## config.mk

```make
export PLATFORM = sky130hd
export DESIGN_NAME = aqms_ram_arbiter
export DESIGN_NICKNAME = d
export VERILOG_FILES = /design/src/rtl/aqms_pkg.sv /design/src/rtl/aqms_ram_arbiter.sv
export SDC_FILE = /design/constraint.sdc
export NUM_CORES = 1
export LEC_CHECK = 0
export CAP_MARGIN = 10
export CORE_UTILIZATION = 25
export CTS_CLUSTER_SIZE = 25
export DETAILED_ROUTE_END_ITERATION = 8
export PLACE_DENSITY = 0.55
export SLEW_MARGIN = 20
export SYNTH_ARGS = -nofsm -noshare
export SYNTH_HDL_FRONTEND = slang
export SYNTH_SLANG_ARGS = --single-unit
```

## constraint.sdc

```tcl
create_clock -name clk -period 5 [get_ports clk]
set_input_delay 0.5 -clock clk [delete_from_list [all_inputs] [get_ports clk]]
set_output_delay 0.5 -clock clk [all_outputs]
set_load 0.02 [all_outputs]
```

## src/rtl/aqms_pkg.sv

```systemverilog
// Shared definitions for the AQMS SRAM arbiter: the DMA state encoding
// and the SRAM address width.
package aqms_pkg;

    localparam int SRAM_ADDR_W = 19;

    typedef enum logic [1:0] {
        IDLE    = 2'd0,
        STROBE  = 2'd1,
        RECOVER = 2'd2
    } dma_state_t;

endpackage

```

## src/rtl/aqms_ram_arbiter.sv

```systemverilog
// Shares the external SRAM between the Z80 ebus and the ESP DMA port.
// The CPU owns the pins combinationally whenever it selects the RAM and
// is never stalled; DMA cycles run only in CPU-idle windows and are
// aborted (then retried) if the CPU shows up mid-strobe.
//
// DMA handshake: dma_req is a level that the requester holds, together
// with dma_wr/dma_addr/dma_wrdata, until it sees the one-cycle dma_ack
// pulse. Address, data and direction are latched when the cycle starts,
// so the requester may change them in the ack cycle. dma_rddata is valid
// in the ack cycle of a read and holds until the next read completes.
module aqms_ram_arbiter
    import aqms_pkg::*;
#(
    parameter int ADDR_W          = SRAM_ADDR_W,
    parameter int STROBE_CYCLES   = 3,
    parameter int RECOVERY_CYCLES = 1
) (
    input  logic              clk,
    input  logic              reset,
    input  logic              cpu_sel,
    input  logic              cpu_wr_n,
    input  logic              cpu_wr_allow,
    input  logic [ADDR_W-1:0] cpu_addr,
    input  logic [7:0]        cpu_wrdata,
    input  logic              dma_req,
    input  logic              dma_wr,
    input  logic [ADDR_W-1:0] dma_addr,
    input  logic [7:0]        dma_wrdata,
    output logic              dma_ack,
    output logic [7:0]        dma_rddata,
    output logic [ADDR_W-1:0] ram_a,
    input  logic [7:0]        ram_d_in,
    output logic [7:0]        ram_d_out,
    output logic              ram_d_oe,
    output logic              ram_ce_n,
    output logic              ram_we_n,
    output logic              ram_oe_n,
    output logic              busy,
    output dma_state_t        dbg_state
);

    localparam int CNT_MAX = (STROBE_CYCLES > RECOVERY_CYCLES) ? STROBE_CYCLES : RECOVERY_CYCLES;
    localparam int CNT_W   = $clog2(CNT_MAX + 1);

    localparam logic [CNT_W-1:0] STROBE_LOAD  = CNT_W'(STROBE_CYCLES - 1);
    localparam logic [CNT_W-1:0] RECOVER_LOAD = CNT_W'((RECOVERY_CYCLES > 0) ? RECOVERY_CYCLES - 1 : 0);

    dma_state_t        r_state;
    logic [CNT_W-1:0]  r_cnt;
    logic [ADDR_W-1:0] r_addr;
    logic [7:0]        r_wrdata;
    logic              r_wr;
    logic              r_ack;
    logic [7:0]        r_rddata;

    dma_state_t        w_state_nxt;
    logic [CNT_W-1:0]  w_cnt_nxt;
    logic              w_latch;
    logic              w_done;

    // Next-state logic: start only when the CPU is idle, abort on any CPU
    // access during the strobe, count down strobe and recovery windows.
    always_comb begin
        w_state_nxt = r_state;
        w_cnt_nxt   = r_cnt;
        w_latch     = 1'b0;
        w_done      = 1'b0;
        case (r_state)
            IDLE: begin
                if (dma_req && !cpu_sel) begin
                    w_latch     = 1'b1;
                    w_cnt_nxt   = STROBE_LOAD;
                    w_state_nxt = STROBE;
                end
            end
            STROBE: begin
                if (cpu_sel) begin
                    // CPU took the pins; drop this attempt, request stays pending.
                    w_state_nxt = IDLE;
                end else if (r_cnt == '0) begin
                    w_done = 1'b1;
                    if (RECOVERY_CYCLES == 0) begin
                        w_state_nxt = IDLE;
                    end else begin
                        w_cnt_nxt   = RECOVER_LOAD;
                        w_state_nxt = RECOVER;
                    end
                end else begin
                    w_cnt_nxt = r_cnt - 1'b1;
                end
            end
            RECOVER: begin
                if (r_cnt == '0) begin
                    w_state_nxt = IDLE;
                end else begin
                    w_cnt_nxt = r_cnt - 1'b1;
                end
            end
            default: begin
                w_state_nxt = IDLE;
            end
        endcase
    end

    // State, counter, request latch, ack pulse and read-data capture.
    always_ff @(posedge clk or posedge reset) begin
        if (reset) begin
            r_state  <= IDLE;
            r_cnt    <= '0;
            r_addr   <= '0;
            r_wrdata <= 8'h00;
            r_wr     <= 1'b0;
            r_ack    <= 1'b0;
            r_rddata <= 8'h00;
        end else begin
            r_state <= w_state_nxt;
            r_cnt   <= w_cnt_nxt;
            r_ack   <= w_done;
            if (w_latch) begin
                r_addr   <= dma_addr;
                r_wrdata <= dma_wrdata;
                r_wr     <= dma_wr;
            end
            if (w_done && !r_wr) begin
                r_rddata <= ram_d_in;
            end
        end
    end

    // Pin mux: CPU overrides everything combinationally; otherwise the
    // latched DMA cycle drives the pins with strobes only while in STROBE.
    always_comb begin
        ram_a     = r_addr;
        ram_d_out = r_wrdata;
        ram_ce_n  = 1'b1;
        ram_we_n  = 1'b1;
        ram_oe_n  = 1'b1;
        ram_d_oe  = 1'b0;
        if (cpu_sel) begin
            ram_a     = cpu_addr;
            ram_d_out = cpu_wrdata;
            ram_ce_n  = 1'b0;
            ram_we_n  = !(!cpu_wr_n && cpu_wr_allow);
            ram_oe_n  = !cpu_wr_n;
            ram_d_oe  = !cpu_wr_n && cpu_wr_allow;
        end else if (r_state == STROBE) begin
            ram_ce_n = 1'b0;
            ram_we_n = !r_wr;
            ram_oe_n = r_wr;
            ram_d_oe = r_wr;
        end
    end

    assign dma_ack    = r_ack;
    assign dma_rddata = r_rddata;
    assign busy       = (r_state != IDLE);
    assign dbg_state  = r_state;

endmodule

```

# Word level (Yosys, flattened, before mapping)
# Cells that the tools add are included.
[word_totals]
latch_bits = 0
rom_bits = 0
output_inout_bits = 43
elab_cells = 53
in_bits = 69
mem_bits_rw = 0
mem_count = 0
register_bits = 41
[op_classes]
n_lt_le_gt_ge = 0
add_sub_neg = 1
n_mul = 0
eq_ne = 7
mux = 25
div_mod_pow = 0
n_reduce_logical = 13
n_shift = 0
bitwise_logic = 0
[op_table]
columns = ["cell", "count"]
rows = [
  ["19-bit 2-to-1 mux", 1],
  ["2-bit 2-to-1 mux", 8],
  ["1-bit 2-to-1 mux", 13],
  ["2-bit one-hot mux with 3 select lines", 2],
  ["8-bit 2-to-1 mux", 1],
  ["2-bit != test, second input constant", 4],
  ["1-bit zero test", 4],
  ["2-bit zero test", 2],
  ["4-bit AND reduction", 1],
  ["1-bit logical AND", 3],
  ["3-bit != test, second input constant", 1],
  ["3-bit AND reduction", 1],
  ["3-bit nonzero test", 1],
  ["2-bit by 1-bit equality test with 1-bit output, second input constant", 1],
  ["2-bit equality test, second input constant", 1],
  ["2-bit nonzero test", 1],
  ["2-bit by 1-bit subtractor with 2-bit output, second input constant", 1],
]

# Longest topological paths before layout
[logic_depth]
depth_word = 5
ltp_mapped = 7
ltp_nobuf = 6

# Worst setup path before layout
# No wires, ideal clock.
[synth_path]
path_kind = "reg2out"
from = "register r_state[1] (netlist: dbg_state[1])"
to = "output port ram_we_n"
required_ps = 4500
arrival_ps = 1367
stages_incl_launch_ff = 5
setup_slack_ps = 3133
n_path_buf = 0
path_cell_list = "dfrtp_1 -> inv_1 -> ha_1 -> nor2b_4 -> a32oi_1"
[synth_between]
elab_chain_len = 3
[synth_lines]
columns = ["item", "line_no", "text"]
rows = [
  ["start: declaration", "aqms_ram_arbiter.sv:48", "dma_state_t r_state;"],
  ["start signal: assignment", "aqms_ram_arbiter.sv:116", "r_state <= w_state_nxt;"],
  ["2-bit by 1-bit equality test with 1-bit output", "aqms_ram_arbiter.sv:146", "end else if (r_state == STROBE) begin"],
  ["1-bit 2-to-1 mux", "aqms_ram_arbiter.sv:146", ""],
  ["1-bit 2-to-1 mux", "aqms_ram_arbiter.sv:139", "if (cpu_sel) begin"],
  ["end: declaration", "aqms_ram_arbiter.sv:36", "output logic ram_we_n,"],
]
# Every way passes these cells.

# Final worst setup path
[layout_path]
from = "input port cpu_sel"
to = "output port ram_a[18]"
[layout_between]
elab_chain_len = 1
[layout_lines]
columns = ["item", "line_no", "text"]
rows = [
  ["start: declaration", "aqms_ram_arbiter.sv:20", "input logic cpu_sel,"],
  ["19-bit 2-to-1 mux", "aqms_ram_arbiter.sv:139", ""],
  ["end: declaration", "aqms_ram_arbiter.sv:31", "output logic [ADDR_W-1:0] ram_a,"],
]
# Every way passes these cells.

==> impl_metrics.toml <==
[outcome]
outcome = "complete, no violations"

[floorplan]
rows = 34
ios = 112
die-area_um2 = 9400
fp.dieH_um = 97.0
core-area_um2 = 8720
fp.dieW_um = 97.0
initial_core_util = 0.259

[sta]
fmax_ghz = 0.381
rsz0062_at_grt = "no"
worst_slack_ps = 2380
finalCritPeriodShare = 0.525
finalHoldViolCount = 0
slew_viol_final = 0
tightest_slew_ps = 880
period_needed_ps = 2620
slew_headroom = 0.412
setup_viol = 0
clock_skew_ps = 2.47
fin_tns_setup_ps = 0

[global_routing]
met1_usage = 0.154
grt_max_degree = 42
grt.busiest_layer = "met2"
grt_pass1_wl_um = 8640
grt_pass1_vias = 1741
use_met2 = 0.180
track_usage = 0.114
met3_usage = 0.0318
antenna_found_initial = 0
grt_overflow = 0

[worst_setup_path]
cp.arrival_ps = 2120
timing.rr.start = "dbg_state[0]"
r2r_slack_ps = 2640
rr_endpoint = "r_wrdata[3]"
path_max_fanout = 37
worst-r2r-cell-count = 5
required_ps = 4500
worstSetupEndpointType = "primary output"
critical_path_class = "input port to primary output"
start_kind = "input port"

[worst_hold_path]
min_from = "dma_rddata[2]"
hold_class = "register to register"
hold_depth = 1
hold_end = "dma_rddata[2]"

[finish]
n_fill_cell = 812
drive_gt1_frac = 0.299
fin_nets = 346
syn_to_final_growth_pct = 58.2
insertedDiodeCount = 0

[placement]
gp_congestion = 0.779
post-dp-hpwl_um = 3770
portBuffers = 111
dp_slack_ps = 2120

[detailed_routing]
vias = 1605
antenna_left = 0
drcViolationCount = 0
routed_via_density = 4.27
drtIter0Drc = 36
dr.pass1.iters = 4
wire_per_inst_um = 13.9
routed_wl_um = 5210

[synthesis]
syn_area_um2 = 2250
synthArstFlopShare = 1.00
synthFlopType = "dfrtp_1"
post-synth-top-count-cell = "dfrtp_1"
synth_seq_cells = 41
avgSynthCellArea_um2 = 14.5
synthTopCellsByCount = "dfrtp_1, mux2_2, mux2_4"
yosysWarnings = 0
synth_nets = 235
synth_top_area_frac = 0.455
syn_inst = 156
synth_seq_area_share = 0.455
synth_edf_count = 0
synth_top_area_cell = "dfrtp_1"
synthTopCellsByArea = "dfrtp_1, mux2_2, mux2_4"
yosysUniqueCellTypes = 21

[cts]
numCtsBuffers = 5
clock-sinks = 41
cts_setup_buffers = 0
insertion_delay_ps = 290
cts_tree = "built"
postCtsHoldBufs = 0
clk_path_buf_depth = 2
cts_root_buf = "clkbuf_8"
post_cts_resized = 0
clkSlewWorstSetupHoldPaths_ps = 80
cts_max_level = 2

[run]
max_cap_violations = 0

[power_and_ir_drop]
p_per_area_nw_per_um2 = 537
vdd_drop_max_uv = 226
leakage_nw = 1.55
## cell usage in the layout (no fill, tap or decap), drive strengths merged
cell and n:
nor2b 4, mux2i 1, clkdlybuf4s50 110, dfrtp 41, a32oi 1, nor3 1, nand2 1, a21oi 2
nand3 1, bufinv 2, nand3b 1, buf 2, o21ai 3, a22oi 2, and2 1, a32o 1
nor2 3, inv 9, clkinv 1, ha 10, mux2 66, clkbuf 5
## cell families (layout without fill, tap and decap cells)
logic type / after synthesis / in the layout / synth area share
and+or+nand+nor: 12 / 12 / 0.0361
buffers and inverters: 17 / 129 / 0.0466
muxes: 67 / 67 / 0.381
AOI/OAI and AO/OA: 9 / 9 / 0.0261
DFF: 41 / 41 / 0.455
adders and majority gates: 10 / 10 / 0.0555
## metal layers
layer	share of wire	vias up
met3	0.058	6
met5	0	-
li1	-	763
met4	0.0082	0
met1	0.45	779
met2	0.48	57
## final cells by class
cell class	count	area [um2]	area share
clock buffers	5	68.8	0.0193
flip-flops and latches	41	1030	0.288
well taps	108	135	0.0379
multi-input cells	98	1120	0.315
repair buffers	112	1110	0.312
clock inverters	3	65.1	0.0182
inverters	9	33.8	0.00947
## how the worst max path moves through the flow
stage / start / end / slack, ps / depth (start not counted)
final: cpu_sel / ram_a[18] / 2380 / 3
after detailed placement: cpu_sel / r_addr[15] / 2120 / 4
after global routing: cpu_sel / ram_a[18] / 2290 / 3
after global placement: cpu_sel / r_addr[13] / 2220 / 4
after CTS: cpu_sel / ram_a[18] / 2340 / 3
after floorplan: dbg_state[1] / ram_we_n / 3130 / 4
## flip-flops by register name (all words and copies together), names as in the netlist
register and count:
dbg_state 2, dma_ack 1, dma_rddata 8, r_addr 19, r_cnt 2, r_wr 1, r_wrdata 8
## report_power, final
group / total, mW / internal, mW / switching (mW)
logic: 0.997 / 0.595 / 0.402
registers: 0.606 / 0.499 / 0.106
clock network: 0.314 / 0.198 / 0.116
total: 1.92 / 1.29 / 0.624
## metrics by stage
stage | power [mW] | util | cells | cell area, um2 | hold slack [ps]
6_report | 1.92 | 0.409 | 376 | 3570 | 511
5_1_grt | 2.05 | 0.409 | 376 | 3570 | 529
4_1_cts | 1.94 | 0.409 | 376 | 3570 | 518
3_5_place_dp | 1.62 | 0.394 | 368 | 3430 | 495
3_3_place_gp | 1.61 | 0.394 | 368 | 3430 | 494
2_1_floorplan | 1.24 | - | 156 | 2250 | 475
## worst max-delay path, cell delays in order
cell	delay (ps)
buf_2	640
mux2_2	430
clkdlybuf4s50_1	540
(Power assumes the default switching activity.)
